File: src/rtl/sc_stream_decoder.sv
// Stochastic-to-binary converter: counts ones over a window of 2^k accepted
// stream bits and reports the count scaled onto a 2^WIDTH full scale.
module sc_stream_decoder #(
   parameter int WIDTH = 13,
   parameter int LW    = $clog2(WIDTH + 1)
) (
   input  logic             clk,
   input  logic             reset,
   input  logic             start,
   input  logic             abort,
   input  logic [LW-1:0]    len_log2,
   input  logic             bit_valid,
   input  logic             bit_in,
   output logic             busy,
   output logic             done,
   output logic [WIDTH:0]   result
);

   typedef enum logic [0:0] {IDLE = 1'b0, COUNT = 1'b1} state_t;

   localparam logic [WIDTH:0] ONE_W = {{WIDTH{1'b0}}, 1'b1};

   state_t           state_r;
   logic [LW-1:0]    k_r;
   logic [WIDTH:0]   ones_r;
   logic [WIDTH:0]   samples_r;
   logic [WIDTH:0]   ones_next_s;
   logic [WIDTH:0]   last_sample_s;
   logic             terminal_s;

   // Window exponent is limited to 1..WIDTH so the window is never a single bit.
   function automatic logic [LW-1:0] clamp_k(input logic [LW-1:0] len);
      logic [LW-1:0] k;
      if (len == {LW{1'b0}}) begin
         k = {{(LW-1){1'b0}}, 1'b1};
      end else if (len > LW'(WIDTH)) begin
         k = LW'(WIDTH);
      end else begin
         k = len;
      end
      return k;
   endfunction

   // Next ones count and detection of the bit that completes the window.
   always_comb begin
      ones_next_s   = ones_r + {{WIDTH{1'b0}}, bit_in};
      last_sample_s = (ONE_W << k_r) - ONE_W;
      terminal_s    = 1'b0;
      if (bit_valid && (samples_r == last_sample_s)) begin
         terminal_s = 1'b1;
      end else begin
         terminal_s = 1'b0;
      end
   end

   // Control FSM with counters and registered outputs.
   always_ff @(posedge clk) begin
      if (reset) begin
         state_r   <= IDLE;
         k_r       <= {LW{1'b0}};
         ones_r    <= {(WIDTH+1){1'b0}};
         samples_r <= {(WIDTH+1){1'b0}};
         busy      <= 1'b0;
         done      <= 1'b0;
         result    <= {(WIDTH+1){1'b0}};
      end else begin
         done <= 1'b0;
         case (state_r)
            IDLE: begin
               if (start && !abort) begin
                  state_r   <= COUNT;
                  busy      <= 1'b1;
                  k_r       <= clamp_k(len_log2);
                  ones_r    <= {(WIDTH+1){1'b0}};
                  samples_r <= {(WIDTH+1){1'b0}};
               end
            end
            COUNT: begin
               // Abort takes priority over a terminal bit in the same cycle.
               if (abort) begin
                  state_r <= IDLE;
                  busy    <= 1'b0;
               end else if (terminal_s) begin
                  result  <= ones_next_s << (LW'(WIDTH) - k_r);
                  done    <= 1'b1;
                  state_r <= IDLE;
                  busy    <= 1'b0;
               end else if (bit_valid) begin
                  samples_r <= samples_r + ONE_W;
                  ones_r    <= ones_next_s;
               end
            end
            default: begin
               state_r <= IDLE;
               busy    <= 1'b0;
            end
         endcase
      end
   end

endmodule

File: config.mk
export PLATFORM = sky130hd
export DESIGN_NAME = sc_stream_decoder
export DESIGN_NICKNAME = d
export VERILOG_FILES = /design/src/rtl/sc_stream_decoder.sv
export SDC_FILE = /design/constraint.sdc
export NUM_CORES = 1
export LEC_CHECK = 0
export ABC_AREA = 1
export CAP_MARGIN = 10
export CORE_ASPECT_RATIO = 1.2
export CORE_MARGIN = 5
export CORE_UTILIZATION = 24
export CTS_CLUSTER_DIAMETER = 200
export DETAILED_ROUTE_END_ITERATION = 10
export GPL_TIMING_DRIVEN = 0
export PLACE_DENSITY = 0.48
export SYNTH_ARGS = -nofsm -noshare
export SYNTH_HDL_FRONTEND = slang
export SYNTH_SLANG_ARGS = --single-unit
File: constraint.sdc
create_clock -name clk -period 3.4 [get_ports clk]
set_input_delay 0.68 -clock clk [delete_from_list [all_inputs] [get_ports clk]]
set_output_delay 0.68 -clock clk [all_outputs]
set_load 0.005 [all_outputs]
After elaboration in Yosys (flattened, before gate mapping):

Cells that the tools add are included.

* bits in latches: 0
* flip-flop bits (word level): 49
* memory bits (writable): 0
* output and inout bits: 16
* word-level logic and storage cells: 52
* memories kept: 0
* input port bits: 10
* bits in read-only memories: 0

* $mul: 0
* mux-type cells: 21
* $lt $le $gt $ge: 1
* reductions and logical operators: 9
* div/mod/pow operators: 0
* equality and inequality tests: 6
* add/subtract/negate cells: 4
* shifts and indexed selects: 2
* bitwise gates (word level): 2

Operators with widths (number)
* $mux 14: 7
* $pmux 14 s2: 2
* $add 14x1->14: 1
* $add 14x1->14 const B: 1
* $eq 14x14->1: 1
* $shl 1x4->14 const A: 1
* $shl 14x4->14: 1
* $sub 14x1->14 const B: 1
* $mux 1: 8
* $mux 4: 2
* $ne 2x2->1 const B: 4
* $gt 4x4->1 const B: 1
* $logic_not 4->1: 1
* $pmux 1 s2: 2
* $reduce_and 2->1: 2
* $reduce_and 4->1: 1
* $sub 4x4->4 const A: 1
* $ne 3x2->1 const B: 1
* $reduce_and 3->1: 1
* $reduce_or 3->1: 1
* $logic_and 1x1->1: 2
* $not 1->1: 2
* $logic_not 1->1: 1

Depth between registers and ports, before layout:

Gate-level depths: netlist (run 1).

* depth after elaboration: 8
* gate-level depth with buffers: 20
* mapped depth without buffers: 20

Worst setup path before layout (run 1):

Ideal clock, no wire load.

* path kind: register to register
* start: register k_r[1]
* end: register samples_r[10]
* stages on the path, launching flop included: 19
* clock period less this slack: 2.307 ns
* setup slack: 1.093 ns
* data required time: 3.268 ns
* buffers on the path: 2
* data arrival time: 2.175 ns
* library setup time: 0.132 ns
* cells stage by stage: dfxtp_1 -> buf_2 -> nor2_2 -> nand2_1 -> ha_1 -> inv_1 -> nand2_1 -> nand2_1 -> nor2_1 -> nand2_1 -> nor2_1 -> nand3_1 -> nor2_2 -> nand2_2 -> nand2_4 -> nand2_2 -> buf_4 -> nand2_1 -> a21oi_1

* cells in the longest elaborated chain, start to end: 7

Ends and longest elaborated chain
* start, declared: line 24 `logic [LW-1:0] k_r;`
* start signal, assigned: line 60 `k_r <= {LW{1'b0}};`
* start signal, assigned: line 73 `k_r <= clamp_k(len_log2);`
* $shl 1x4->14: line 47 `last_sample_s = (ONE_W << k_r) - ONE_W;`
* $sub 14x1->14: line 47
* $eq 14x14->1: line 49 `if (bit_valid && (samples_r == last_sample_s)) begin`
* $logic_and 1x1->1: line 49
* $mux 1: line 49
* $ne 2x2->1 (no source line)
* $reduce_and 4->1 (no source line)
* end signal, assigned: line 62 `samples_r <= {(WIDTH+1){1'b0}};`
* end signal, assigned: line 75 `samples_r <= {(WIDTH+1){1'b0}};`
* end signal, assigned: line 89 `samples_r <= samples_r + ONE_W;`
* end, declared: line 26 `logic [WIDTH:0] samples_r;`

No other way between the ends.
A chain may end at the register's enable or synchronous reset.

Worst setup path after layout (run 1):

* start: input bit_in
* end: register result[10]

* cells in the longest elaborated chain, start to end: 2

Ends and longest elaborated chain
* start, declared: line 13 `input logic bit_in,`
* $add 14x1->14: line 46 `ones_next_s = ones_r + {{WIDTH{1'b0}}, bit_in};`
* $shl 14x4->14: line 84 `result <= ones_next_s << (LW'(WIDTH) - k_r);`
* end signal, assigned: line 65 `result <= {(WIDTH+1){1'b0}};`
* end signal, assigned: line 84
* end, declared: line 16 `output logic [WIDTH:0] result`

No other way between the ends.

==> results of run 1 <==
-- cell families (layout without fill, tap and decap cells) --
kind of cell | Yosys count | after routing | share of synthesized area (%)
adders and majority gates | 5 | 5 | 1.81
buffers and inverters | 74 | 107 | 8.58
DFF | 49 | 49 | 28.4
and+or+nand+nor | 372 | 372 | 46.6
xor gates and xnor gates | 14 | 14 | 3.55
AOI/OAI and AO/OA | 74 | 74 | 11.1
-- through the flow --
step,hold WS (ns),cells
6_report,0.465,796
2_1_floorplan,0.440,588
4_1_cts,0.467,796
3_3_place_gp,0.455,788
5_1_grt,0.488,796
3_5_place_dp,0.457,788
-- synthesized netlist by cell type (2+ instances only) --
cell                       number  area, um^2
sky130_fd_sc_hd__a21oi_1       47         235
sky130_fd_sc_hd__a31oi_1        3        18.8
sky130_fd_sc_hd__buf_1          2        7.51
sky130_fd_sc_hd__buf_2          3        15.0
sky130_fd_sc_hd__buf_4          4        30.0
sky130_fd_sc_hd__clkbuf_1      14        52.6
sky130_fd_sc_hd__clkinv_1       2        7.51
sky130_fd_sc_hd__dfxtp_1       49         981
sky130_fd_sc_hd__ha_1           5        62.6
sky130_fd_sc_hd__inv_1         44         165
sky130_fd_sc_hd__inv_2          5        18.8
sky130_fd_sc_hd__nand2_1      180         676
sky130_fd_sc_hd__nand2_2        2        12.5
sky130_fd_sc_hd__nand3_1       91         455
sky130_fd_sc_hd__nand3b_1       2        15.0
sky130_fd_sc_hd__nand4_1       13        81.3
sky130_fd_sc_hd__nor2_1        63         236
sky130_fd_sc_hd__nor2_2         6        37.5
sky130_fd_sc_hd__nor3_1         9        45.0
sky130_fd_sc_hd__nor4_1         2        12.5
sky130_fd_sc_hd__o21ai_0       19        95.1
sky130_fd_sc_hd__xor2_1        14         123
-- layer usage --
layer,track usage [%],vias to the layer above
met1,17.0,1793
li1,-,1992
met2,23.5,71
met4,4.95,0
met5,0,-
met3,2.51,16
-- worst reg2reg max path: cells and delay by family (launching register included) --
| family | cells | cell delay (ns) |
|---|---|---|
| fa+ha+maj | 1 | 0.33 |
| flops | 1 | 0.32 |
| simple gates | 13 | 1.63 |
| buf+inv | 3 | 0.42 |
| compound gates | 1 | 0.06 |
-- registers in the layout (all words and copies together), names as in the netlist --
signal,count
busy,1
done,1
k_r,4
ones_r,14
result,14
samples_r,14
state_r,1
-- worst paths after layout --
kind	from	endpoint	slack (ns)	depth (start not counted)
setup / recovery	bit_in	result[10]$_SDFFE_PP0P_	0.40	14
hold / removal	result[4]$_SDFFE_PP0P_	result[4]$_SDFFE_PP0P_	0.46	2
setup reg to reg	k_r[1]$_SDFFE_PP0P_	samples_r[7]$_SDFFE_PP0P_	0.53	18
hold reg to reg	result[4]$_SDFFE_PP0P_	result[4]$_SDFFE_PP0P_	0.46	2
-- layout make-up --
type	count	area, um^2
fillers	1642	10200
multi-input cells	465	2180
flip-flops and latches	49	981
repair buffers	25	250
well taps	175	219
inverters	51	191
clock buffers	7	143
plain buffers	23	105
clock inverters	1	30.0
-- power by group --
group / switching (mW) / internal [mW]
Combinational: 0.168 / 0.0765
Sequential: 0.00516 / 0.579
Clock: 0.234 / 0.368
Total: 0.407 / 1.02
==> run summary, run 1 <==
In this design, the stage delay of the slowest critical-path cell is 0.46 ns. The congestion estimate from routability-driven global placement came to 0.877. The total global routing overflow was 0.

Timing analysis after detailed placement gives a worst setup slack of 0.107 ns. The flow ran to the end, and the final reports show no timing, DRC or antenna violations. Highest signal layer in the routed design: met4. The longest clock path from root to sink contains 2 buffers. For the final net count, the log shows 635.

The total buffers and inverters traversed by the critical path is 2, and the horizontal die dimension is 120 um. Buffers inserted to repair hold after CTS numbered 0. Kind of path behind the tightest hold check: flop to flop. Walking the worst path, the cells encountered are clkdlybuf4s50_1 -> ha_1 -> ha_1 -> nand2_1 -> nor2_1 -> nand2_1 -> nand2_1 -> inv_1 -> nand2_1 -> nand3_1 -> nand3_1 -> nand3_1 -> nand3_1 -> a21oi_1.

TritonCTS built the clock tree. The maximum number of pins on one net before global-route repair was 15. At the worst endpoint, the required time is 3.56 ns. The final critical path takes up 88.1% of the cycle. Startpoint-to-endpoint class of the critical path: input pin to flop.

The count of buffers added by post-CTS timing repair for setup was 0. Summing the sequential cell areas from Yosys gives 28.4% of the chip area. The die is 141 um tall. In this run the static leakage power is 1.54 nW. The top cell types in the final layout, fill and taps aside, are sky130_fd_sc_hd__nand2_1, sky130_fd_sc_hd__nand3_1, sky130_fd_sc_hd__nor2_1. At the end of the flow the core is filled with cells to 28.7%. Summed over all nets, wire length on met3 after detailed routing comes to 354 um. For this block, the via count after detailed routing is 3,872. Across the run, the number of max-cap violations was 0. From synthesis to final layout, the design area changed by 18.6%. The element type at the critical path end was a flop. The post-place instance area was 0.00393 mm^2; the number of buffers added on ports was 25. The setup slack of the critical path after layout came out at 0.404 ns.

The root buffer cell chosen for the clock tree is sky130_fd_sc_hd__clkbuf_16. At the pin with the least slew margin, the transition time is 0.843 ns. The initial utilization of the core area, before any placement, comes to 24.2%. For the setup TNS after final layout, the log shows 0 ns. The tools report the post-route standard cell area excluding fillers as 0.00410 mm^2. The tools report the synthesized netlist net count as 603. The most frequently used flop master after synthesis is sky130_fd_sc_hd__dfxtp_1. The number of core rows came out at 48. Clock skew on the completed layout was measured at 0.00723 ns. Dividing the detail-routed via count by the number of cells gives 4.86. Synthesis produced 588 cells. For the antenna violation net count after detailed routing, the log shows 0. The clock drives 49 sinks.

The source-to-sink clock delay at the later pin of the worst-skew pair came out at 0.30 ns. The clock transition at the registers of the reported paths was 0.06 ns; the length of routed wiring on met1 was 4.97 mm. The Yosys step of the flow raised 0 warnings. The average wire length per cell after detail routing came out at 14.0 um.

Count of final hold-check violations: 0. The run gives 0 as the DRC violations left. The core region is 0.0143 mm^2.

The average size of a mapped cell came out at 5.88 um^2. The smallest clock period supported by the final layout is computed as 3.00 ns. For this design the top-level I/O count stands at 26. The count of routing violations after the opening detailed-route iteration is 287, and the wire length after detailed routing is 11.2 mm. Global routing consumed, over all layers together, 13.6% of the routing resources. The run gives 0 as the initial antenna violation count. The total standard cell area after synthesis was 0.00346 mm^2.

In the final layout, the share of cells above drive strength 1 is 4.83%. In the synthesized netlist the async set-or-reset flop fraction comes to 0%. The top fanout value on the critical path was 7. The completed layout was analyzed and its total power is 1.43 mW. The die covers 0.0169 mm^2.

The count of instances resized after the clock tree is built was 0; the final setup violation count was 0. The first global-routing pass estimated 18.6 mm of wire. The count of flip-flops with a built-in enable after synthesis came out at 0.

Setup repair after global routing left no endpoint under its margin. The clock tree synthesis step divided the H-tree into 2 levels. After synthesis, the netlist uses 31 different library cells.

The clock buffer count from CTS is 5. Leaving out fill and tap cells, the most frequent cell in the layout is sky130_fd_sc_hd__nand2_1. STA classifies the critical path startpoint as an input pin. The highest achievable clock rate came out at 0.334 GHz. The kind of cell adding the most delay to the critical path was simple AND/OR/NAND/NOR gates. For the arrival time at the worst endpoint, the log shows 3.15 ns. The number of global-route vias before repair was 3,668; the ratio of total power to cell area was 349 mW/mm^2.

The routed design uses 5.58 mm of met2 wire. The tools report the maximum VDD drop as 0.160 mV. The slowest stage of the critical path belongs to the cell sky130_fd_sc_hd__clkdlybuf4s50_1.

The repair_antennas step left the layout with diodes totalling 0. The pre-antenna-repair detailed-routing pass consisted of 5 iterations. The HPWL reported at the end of detailed placement came out at 8.72 mm. In this run the tightest slew margin relative to its limit is 43.6%. The number of max-slew violations in the final report is 0, and the count of state elements after synthesis is 49.
(Power assumes the default switching activity.)
==> run 2: changes to the inputs <==
- SLEW_MARGIN: not set -> 5
==> results of run 2 <==
No change in the layout: final DEF, timing and power equal those of run 1.
